File: src/rtl/tof_phase_sequencer.sv
// Phase sequencer for the ToF modulation generator: steps DELAY through NUM_PHASES
// offsets per frame, one exposure window per phase followed by a VALID-low gap.
module tof_phase_sequencer #(
  parameter int PH_W = 3,
  parameter int FR_W = 16
) (
  input  logic            CLKIN,
  input  logic            RST,
  input  logic            START,
  input  logic            STOP,
  input  logic [31:0]     PERIOD_IN,
  input  logic [31:0]     DUTY_IN,
  input  logic [31:0]     PHASE_STEP,
  input  logic [PH_W-1:0] NUM_PHASES,
  input  logic [31:0]     EXPO_CYCLES,
  input  logic [31:0]     GAP_CYCLES,
  input  logic [FR_W-1:0] NUM_FRAMES,
  output logic            VALID,
  output logic [31:0]     PERIOD,
  output logic [31:0]     DUTY,
  output logic [31:0]     DELAY,
  output logic [PH_W-1:0] PHASE_IDX,
  output logic            PHASE_START,
  output logic            FRAME_DONE,
  output logic            BUSY,
  output logic            CFG_ERR
);

  typedef enum logic [1:0] {
    ST_IDLE   = 2'd0,
    ST_EXPOSE = 2'd1,
    ST_GAP    = 2'd2
  } state_t;

  state_t          state_r;
  logic            valid_r;
  logic [31:0]     period_r;
  logic [31:0]     duty_r;
  logic [31:0]     delay_r;
  logic [PH_W-1:0] phase_idx_r;
  logic            phase_start_r;
  logic            frame_done_r;
  logic            busy_r;
  logic            cfg_err_r;

  // Latched configuration, stored as terminal counts so compares are plain equality.
  logic [31:0]     step_r;
  logic [31:0]     period_last_r;
  logic [31:0]     expo_last_r;
  logic [31:0]     gap_last_r;
  logic [PH_W-1:0] phase_last_r;
  logic [FR_W-1:0] nframes_r;

  logic [31:0]     dly_cnt_r;
  logic [31:0]     cyc_cnt_r;
  logic [31:0]     per_cnt_r;
  logic [31:0]     gap_cnt_r;
  logic [FR_W-1:0] frame_cnt_r;

  logic            cfg_ok_s;
  logic [31:0]     gap_last_s;
  logic [FR_W-1:0] frame_next_s;
  logic            run_done_s;

  // Start-time configuration checks and derived terminal counts.
  always_comb begin
    cfg_ok_s     = (PERIOD_IN != 32'd0) && (EXPO_CYCLES != 32'd0) &&
                   (NUM_PHASES != {PH_W{1'b0}});
    frame_next_s = frame_cnt_r + FR_W'(1'b1);
    run_done_s   = (nframes_r != {FR_W{1'b0}}) && (frame_next_s == nframes_r);
    if (GAP_CYCLES == 32'd0) begin
      gap_last_s = 32'd0;
    end else begin
      gap_last_s = GAP_CYCLES - 32'd1;
    end
  end

  // Sequencer state machine with all outputs registered.
  always_ff @(posedge CLKIN or posedge RST) begin
    if (RST) begin
      state_r       <= ST_IDLE;
      valid_r       <= 1'b0;
      period_r      <= 32'd0;
      duty_r        <= 32'd0;
      delay_r       <= 32'd0;
      phase_idx_r   <= {PH_W{1'b0}};
      phase_start_r <= 1'b0;
      frame_done_r  <= 1'b0;
      busy_r        <= 1'b0;
      cfg_err_r     <= 1'b0;
      step_r        <= 32'd0;
      period_last_r <= 32'd0;
      expo_last_r   <= 32'd0;
      gap_last_r    <= 32'd0;
      phase_last_r  <= {PH_W{1'b0}};
      nframes_r     <= {FR_W{1'b0}};
      dly_cnt_r     <= 32'd0;
      cyc_cnt_r     <= 32'd0;
      per_cnt_r     <= 32'd0;
      gap_cnt_r     <= 32'd0;
      frame_cnt_r   <= {FR_W{1'b0}};
    end else begin
      phase_start_r <= 1'b0;
      frame_done_r  <= 1'b0;
      cfg_err_r     <= 1'b0;
      if (STOP) begin
        state_r     <= ST_IDLE;
        valid_r     <= 1'b0;
        busy_r      <= 1'b0;
        period_r    <= 32'd0;
        duty_r      <= 32'd0;
        delay_r     <= 32'd0;
        phase_idx_r <= {PH_W{1'b0}};
        dly_cnt_r   <= 32'd0;
        cyc_cnt_r   <= 32'd0;
        per_cnt_r   <= 32'd0;
        gap_cnt_r   <= 32'd0;
        frame_cnt_r <= {FR_W{1'b0}};
      end else begin
        case (state_r)
          ST_IDLE: begin
            if (START && cfg_ok_s) begin
              period_r      <= PERIOD_IN;
              duty_r        <= DUTY_IN;
              step_r        <= PHASE_STEP;
              period_last_r <= PERIOD_IN - 32'd1;
              expo_last_r   <= EXPO_CYCLES - 32'd1;
              gap_last_r    <= gap_last_s;
              phase_last_r  <= NUM_PHASES - PH_W'(1'b1);
              nframes_r     <= NUM_FRAMES;
              delay_r       <= 32'd0;
              phase_idx_r   <= {PH_W{1'b0}};
              dly_cnt_r     <= 32'd0;
              cyc_cnt_r     <= 32'd0;
              per_cnt_r     <= 32'd0;
              gap_cnt_r     <= 32'd0;
              frame_cnt_r   <= {FR_W{1'b0}};
              valid_r       <= 1'b1;
              busy_r        <= 1'b1;
              phase_start_r <= 1'b1;
              state_r       <= ST_EXPOSE;
            end else if (START) begin
              cfg_err_r <= 1'b1;
            end else begin
              state_r <= ST_IDLE;
            end
          end
          ST_EXPOSE: begin
            // Phase offset first, then EXPO_CYCLES full modulation periods.
            if (dly_cnt_r != delay_r) begin
              dly_cnt_r <= dly_cnt_r + 32'd1;
            end else if (cyc_cnt_r != period_last_r) begin
              cyc_cnt_r <= cyc_cnt_r + 32'd1;
            end else if (per_cnt_r != expo_last_r) begin
              cyc_cnt_r <= 32'd0;
              per_cnt_r <= per_cnt_r + 32'd1;
            end else begin
              cyc_cnt_r <= 32'd0;
              per_cnt_r <= 32'd0;
              dly_cnt_r <= 32'd0;
              gap_cnt_r <= 32'd0;
              valid_r   <= 1'b0;
              state_r   <= ST_GAP;
            end
          end
          ST_GAP: begin
            if (gap_cnt_r != gap_last_r) begin
              gap_cnt_r <= gap_cnt_r + 32'd1;
            end else if (phase_idx_r != phase_last_r) begin
              gap_cnt_r     <= 32'd0;
              phase_idx_r   <= phase_idx_r + PH_W'(1'b1);
              delay_r       <= delay_r + step_r;
              valid_r       <= 1'b1;
              phase_start_r <= 1'b1;
              state_r       <= ST_EXPOSE;
            end else begin
              gap_cnt_r    <= 32'd0;
              frame_done_r <= 1'b1;
              phase_idx_r  <= {PH_W{1'b0}};
              delay_r      <= 32'd0;
              if (run_done_s) begin
                frame_cnt_r <= {FR_W{1'b0}};
                busy_r      <= 1'b0;
                state_r     <= ST_IDLE;
              end else begin
                frame_cnt_r   <= frame_next_s;
                valid_r       <= 1'b1;
                phase_start_r <= 1'b1;
                state_r       <= ST_EXPOSE;
              end
            end
          end
          default: begin
            state_r <= ST_IDLE;
            valid_r <= 1'b0;
            busy_r  <= 1'b0;
          end
        endcase
      end
    end
  end

  assign VALID       = valid_r;
  assign PERIOD      = period_r;
  assign DUTY        = duty_r;
  assign DELAY       = delay_r;
  assign PHASE_IDX   = phase_idx_r;
  assign PHASE_START = phase_start_r;
  assign FRAME_DONE  = frame_done_r;
  assign BUSY        = busy_r;
  assign CFG_ERR     = cfg_err_r;

endmodule

File: config.mk
export PLATFORM = sky130hd
export DESIGN_NAME = tof_phase_sequencer
export DESIGN_NICKNAME = d
export VERILOG_FILES = /design/src/rtl/tof_phase_sequencer.sv
export SDC_FILE = /design/constraint.sdc
export NUM_CORES = 1
export LEC_CHECK = 0
export ABC_AREA = 1
export BUFFER_PORTS_ARGS = -buffer_cell sky130_fd_sc_hd__buf_2
export CELL_PAD_IN_SITES_DETAIL_PLACEMENT = 2
export CELL_PAD_IN_SITES_GLOBAL_PLACEMENT = 2
export CORE_ASPECT_RATIO = 1.2
export CORE_MARGIN = 2
export CORE_UTILIZATION = 31
export CTS_CLUSTER_DIAMETER = 80
export CTS_CLUSTER_SIZE = 14
export DETAILED_ROUTE_END_ITERATION = 16
export HOLD_SLACK_MARGIN = 0.12
export PLACE_DENSITY_LB_ADDON = 0.1
export REMOVE_ABC_BUFFERS = 1
export SETUP_SLACK_MARGIN = 0.3
export SLEW_MARGIN = 40
export SYNTH_ARGS = -nofsm -noshare
export SYNTH_HDL_FRONTEND = slang
export SYNTH_SLANG_ARGS = --single-unit
File: constraint.sdc
create_clock -name CLKIN -period 13.19 [get_ports CLKIN]
set_clock_uncertainty 0.1 [all_clocks]
set_input_delay 1.319 -clock CLKIN [delete_from_list [all_inputs] [get_ports CLKIN]]
set_output_delay 1.319 -clock CLKIN [all_outputs]
set_load 0.01 [all_outputs]
* Yosys cells after proc, flatten, opt, wreduce, memory -nomap -nowiden
Cells that the tools add are included.
Widths: inputs -> output; s select.
** Word-level totals
- Bits in registers :: 397
- Bits of input ports :: 183
- Output and inout port bits :: 104
- Word-level logic and storage cells :: 158
** Operators by class
- $add $sub $neg :: 11
- Equality and inequality tests :: 20
- Multiplexer cells :: 79
- Bitwise operators :: 1
- Reductions and logical operators :: 26
** Operators by type and width (count)
- $mux 32 :: 25
- $pmux 32 s2 :: 4
- $add 32x1->32 const B :: 4
- $ne 32x32->1 :: 4
- $pmux 32 s3 :: 1
- $sub 32x1->32 const B :: 3
- $mux 16 :: 5
- $reduce_bool 32->1 :: 2
- $add 32x32->32 :: 1
- $logic_not 32->1 :: 1
- $pmux 16 s2 :: 1
- $mux 1 :: 27
- $ne 3x3->1 const B :: 7
- $add 16x1->16 const B :: 1
- $eq 16x16->1 :: 1
- $ne 4x4->1 const B :: 4
- $reduce_bool 16->1 :: 1
- $reduce_and 5->1 :: 3
- $mux 2 :: 7
- $mux 3 :: 4
- $reduce_and 4->1 :: 3
- $reduce_and 3->1 :: 3
- $reduce_bool 3->1 :: 3
- $pmux 1 s3 :: 2
- other kinds (16) :: 20

* Logic depth before layout (Yosys ltp)
- Word-level depth :: 8
- Gate-level depth with buffers :: 16
- Depth with buffers taken out :: 16

* Worst setup path after synthesis
Ideal clock, no wire load.
- Path kind :: input to register
- Start :: input port GAP_CYCLES[0]
- End :: register gap_last_r[10]
- Library setup time :: 0.132 ns
- Arrival :: 2.677 ns
- Data required time :: 12.958 ns
- Slack :: 10.282 ns
- Stages :: 8
- Buffers on the path :: 2
- Cell sequence :: inv_1 ha_1 nand2_1 nor2_2 and3_1 clkbuf_1 clkbuf_1 o31ai_1
** Between the ends
- Cells in the longest elaborated chain, start to end :: 2
- Elaborated cells on any way between the ends :: 3
- Those cells by class :: 1 x add/sub; 1 x mux; 1 x reduce/logical
** RTL lines
- start, declared :: line 16 : input logic [31:0] GAP_CYCLES,
- $sub 32x1->32 or $logic_not 32->1 (tied branches) :: line 74, 71
- $mux 32 * :: line 71 : if (GAP_CYCLES == 32'd0) begin
- end signal, assigned :: line 128 : gap_last_r <= gap_last_s;
- end, declared :: line 50 : logic [31:0] gap_last_r;
Mark *: on every way between the ends. The rest lies on a longest branch, timed or not.
A chain may end at the register's enable or synchronous reset.

* Worst setup path in the final report
- Start :: input port STOP
- End :: register delay_r[21] (netlist: DELAY[21])
** Between the ends
- Cells in the longest elaborated chain, start to end :: 2
- Elaborated cells on any way between the ends :: 5
- Those cells by class :: 2 x eq/ne; 1 x mux; 2 x reduce/logical
** RTL lines
- start, declared :: line 10 : input logic STOP,
- $ne 3x3->1 (no line) or $reduce_bool 3->1 (tied branches)
- $reduce_and 3->1 (no line)
- end signal, assigned :: line 172 : delay_r <= delay_r + step_r;
- end, declared :: line 39 : logic [31:0] delay_r;
Parallel ways exist; a longest one is shown, timed or not.

==> results.py <==
metrics = {
    "run_status": {
        "status": "complete, no violations",
    },
    "cts": {
        "numCtsBuffers": 38,
        "cts-root-buf": "clkbuf_16",
        "clk_path_buf_depth": 3,
        "cts_sinks": 397,
        "cts_hold_buf": 0,
        "cts_max_level": 2,
        "clk_pin_slew_ns": 0.07,
        "cts_tree": "done",
        "cts_resized": 0,
        "postCtsSetupBuffers": 0,
        "clk_latency_ns": 0.58,
    },
    "timing": {
        "fin_setup_tns_ns": 0,
        "slew_headroom": 0.467,
        "final_hold_viol_count": 0,
        "setup_viol_count_final": 0,
        "whs_ns": 0.384,
        "rsz0062_at_grt": "false",
        "period_minus_slack_ns": 4.22,
        "worst_pin_slew_ns": 0.799,
        "fmax_mhz": 237,
        "finalCritPeriodShare": 0.320,
        "slew_viol_final": 0,
    },
    "setup_path": {
        "worstPathArrival_ns": 4.55,
        "path_class": "input pin to flop",
        "rr_worst_depth": 14,
        "critical_path.startpoint": "STOP",
        "worstSetupStartpointType": "input pin",
        "cp_max_fo": 107,
        "cp-end-kind": "flop",
        "crit_required_ns": 13.53,
        "r2r-start": "frame_cnt_r[0]",
    },
    "pwr": {
        "seq_power_share": 0.388,
        "irDropWorstVdd_v": 0.000109,
        "p_comb_frac": 0.364,
        "power_switching_share": 0.424,
        "powerDensity_mw_per_mm2": 150,
        "switching_power_mw": 1.87,
        "p_total_mw": 4.42,
        "power_frac_clock": 0.248,
        "internal-power_mw": 2.55,
        "p_leak_nw": 13.7,
    },
    "hold_path": {
        "hold_class": "flop to flop",
        "hp-start": "VALID",
        "hold_depth": 2,
    },
    "detailed_routing": {
        "vias_per_cell": 5.06,
        "met3WireLength_um": 2690,
        "drc": 0,
        "vias": 25200,
        "first_pass_iters": 4,
        "wl_um": 98700,
        "ant_nets": 0,
        "drt-met1-wl_um": 42200,
        "drtIter0Drc": 1029,
        "top_layer_used": "met5",
        "dr_wl_met2_um": 52100,
        "post_drt_wl_per_cell_um": 19.8,
    },
    "floorplan": {
        "ios": 287,
        "num_rows": 116,
        "dieArea_mm2": 0.0860,
        "core_area_mm2": 0.0832,
        "initial_utilization": 0.312,
        "chipHeight_um": 321,
        "die_w_um": 268,
    },
    "grt": {
        "overflow": 0,
        "grt_pass1_vias": 27600,
        "antenna_found_initial": 1,
        "grt_max_degree": 127,
        "grt_pass1_wl_um": 157000,
        "groute.usage.overall": 0.231,
    },
    "logic_synthesis": {
        "ys_async_sr_fraction": 1.00,
        "synth.distinct_cells": 50,
        "synth-seq-area-share": 0.383,
        "syn_area_per_cell_um2": 7.14,
        "synth-seq-cells": 397,
        "synth-edff-count": 0,
        "netlist_area_mm2": 0.0259,
        "synth_top_flop_cell": "dfrtp_1",
        "yosysWarnings": 0,
        "syn_inst": 3633,
    },
    "place": {
        "port_buffers": 286,
        "finalWeightedCongestion": 0.825,
        "placed_area_mm2": 0.0283,
        "post-place-cells": 4920,
        "dpl.hpwl_um": 75100,
    },
    "cells_and_area": {
        "drive_gt1_frac": 0.119,
        "nNetsFinal": 4068,
        "stdcell_count": 4981,
        "final_area_mm2": 0.0295,
        "syn2layout_area_growth_pct": 13.6,
        "fillers": 9970,
    },
    "job": {
        "cap_viol_max_count": 0,
    },
}
[worst max-delay path: stages]
cell      delay [ns]
buf_2           0.25
inv_8           0.55
nand2_1         0.32
nor2_2          0.69
nand2_4         0.17
nand3_4         0.35
clkinv_4        0.28
nand2_4         0.40
o21ai_0         0.16
[path summary, 6_finish.rpt]
check / endpoint / slack (ns)
setup / recovery: DELAY[21] / 8.97
hold / removal: VALID / 0.38
setup reg to reg: BUSY / 9.81
hold reg to reg: VALID / 0.38
max in group asynchronous: expo_last_r[31] / 10.53
min in group asynchronous: step_r[5] / 0.77
[layout make-up]
type	count	area, µm²	share of cell area
multi-input combinational	2767	14100	0.478
timing repair buffer	302	1610	0.0548
clock buffer	48	1050	0.0356
tap	1121	1400	0.0476
sequential	397	9930	0.337
antenna	1	2.50	0.0000849
clock inverter	11	82.6	0.00280
inverter	334	1280	0.0436
[kinds of logic (layout without fill, tap and decap cells)]
kind of cell,count (synthesis),after routing,share of synthesized area
buf+inv,469,695,0.0745
compound gates,419,419,0.0906
simple gates,2042,2042,0.342
flops,397,397,0.383
fa+ha+maj,45,45,0.0220
other cells,0,1,0
xor+xnor,261,261,0.0882
[cells in the mapped netlist, types with 61 or more instances]
cell type	number	area (µm²)
nand2_1	1084	4070
dfrtp_1	397	9930
nor2_1	371	1390
inv_1	306	1150
nand3_1	285	1430
o21ai_0	163	816
nand4_1	143	895
xor2_1	143	1250
xnor2_1	118	1030
a21oi_1	112	561
o21ai_1	77	385
nor3_1	61	305
[power by group through the flow]
stage	logic [mW]	registers (mW)	clock network, mW
CTS	1.65	1.72	1.15
finish	1.61	1.71	1.10
detailed placement	1.64	1.74	0
global placement	1.59	1.73	0
floorplan	1.06	1.68	0
global route	1.84	1.76	1.19
[metal layers]
layer | vias up | GRT usage
met5 | - | 0
met1 | 12600 | 0.281
met2 | 293 | 0.436
li1 | 12200 | -
met4 | 2 | 0.0436
met3 | 78 | 0.0262
[stage by stage]
| step | setup WS (ns) | utilization |
|---|---|---|
| 2_1_floorplan | 0.732 | - |
| 3_3_place_gp | 8.08 | 0.340 |
| 3_5_place_dp | 8.00 | 0.340 |
| 4_1_cts | 8.58 | 0.354 |
| 5_1_grt | 8.70 | 0.354 |
| 6_report | 8.97 | 0.354 |
[cells in the final DEF (no fill, tap or decap), types with 4 or more instances in the layout]
master | netlist | layout
or2_1 | 6 | 6
nor3_1 | 61 | 61
nor2_2 | 7 | 8
or2_0 | 5 | 5
xor2_1 | 143 | 143
inv_6 | 0 | 4
and2_1 | 4 | 4
nand4_1 | 143 | 143
buf_6 | 11 | 8
nor2_1 | 371 | 369
dfrtp_1 | 397 | 397
clkbuf_1 | 56 | 5
clkinvlp_4 | 0 | 4
buf_2 | 54 | 286
a21oi_1 | 112 | 112
clkbuf_16 | 0 | 39
o31ai_1 | 21 | 21
o21ai_2 | 6 | 6
nor2_4 | 9 | 10
nand3b_1 | 4 | 4
nand2_2 | 7 | 6
o21ai_1 | 77 | 77
clkbuf_8 | 0 | 4
buf_4 | 4 | 6
o21bai_1 | 8 | 8
ha_1 | 44 | 44
nor4_1 | 26 | 26
or2_2 | 12 | 12
nand3_1 | 285 | 285
inv_1 | 306 | 305
o21ai_0 | 163 | 163
nand2_4 | 9 | 9
inv_2 | 27 | 25
nand2_1 | 1084 | 1084
a31oi_1 | 4 | 4
xnor2_1 | 118 | 118
o22ai_2 | 14 | 14
a21o_1 | 5 | 5
(Power assumes the default switching activity.)
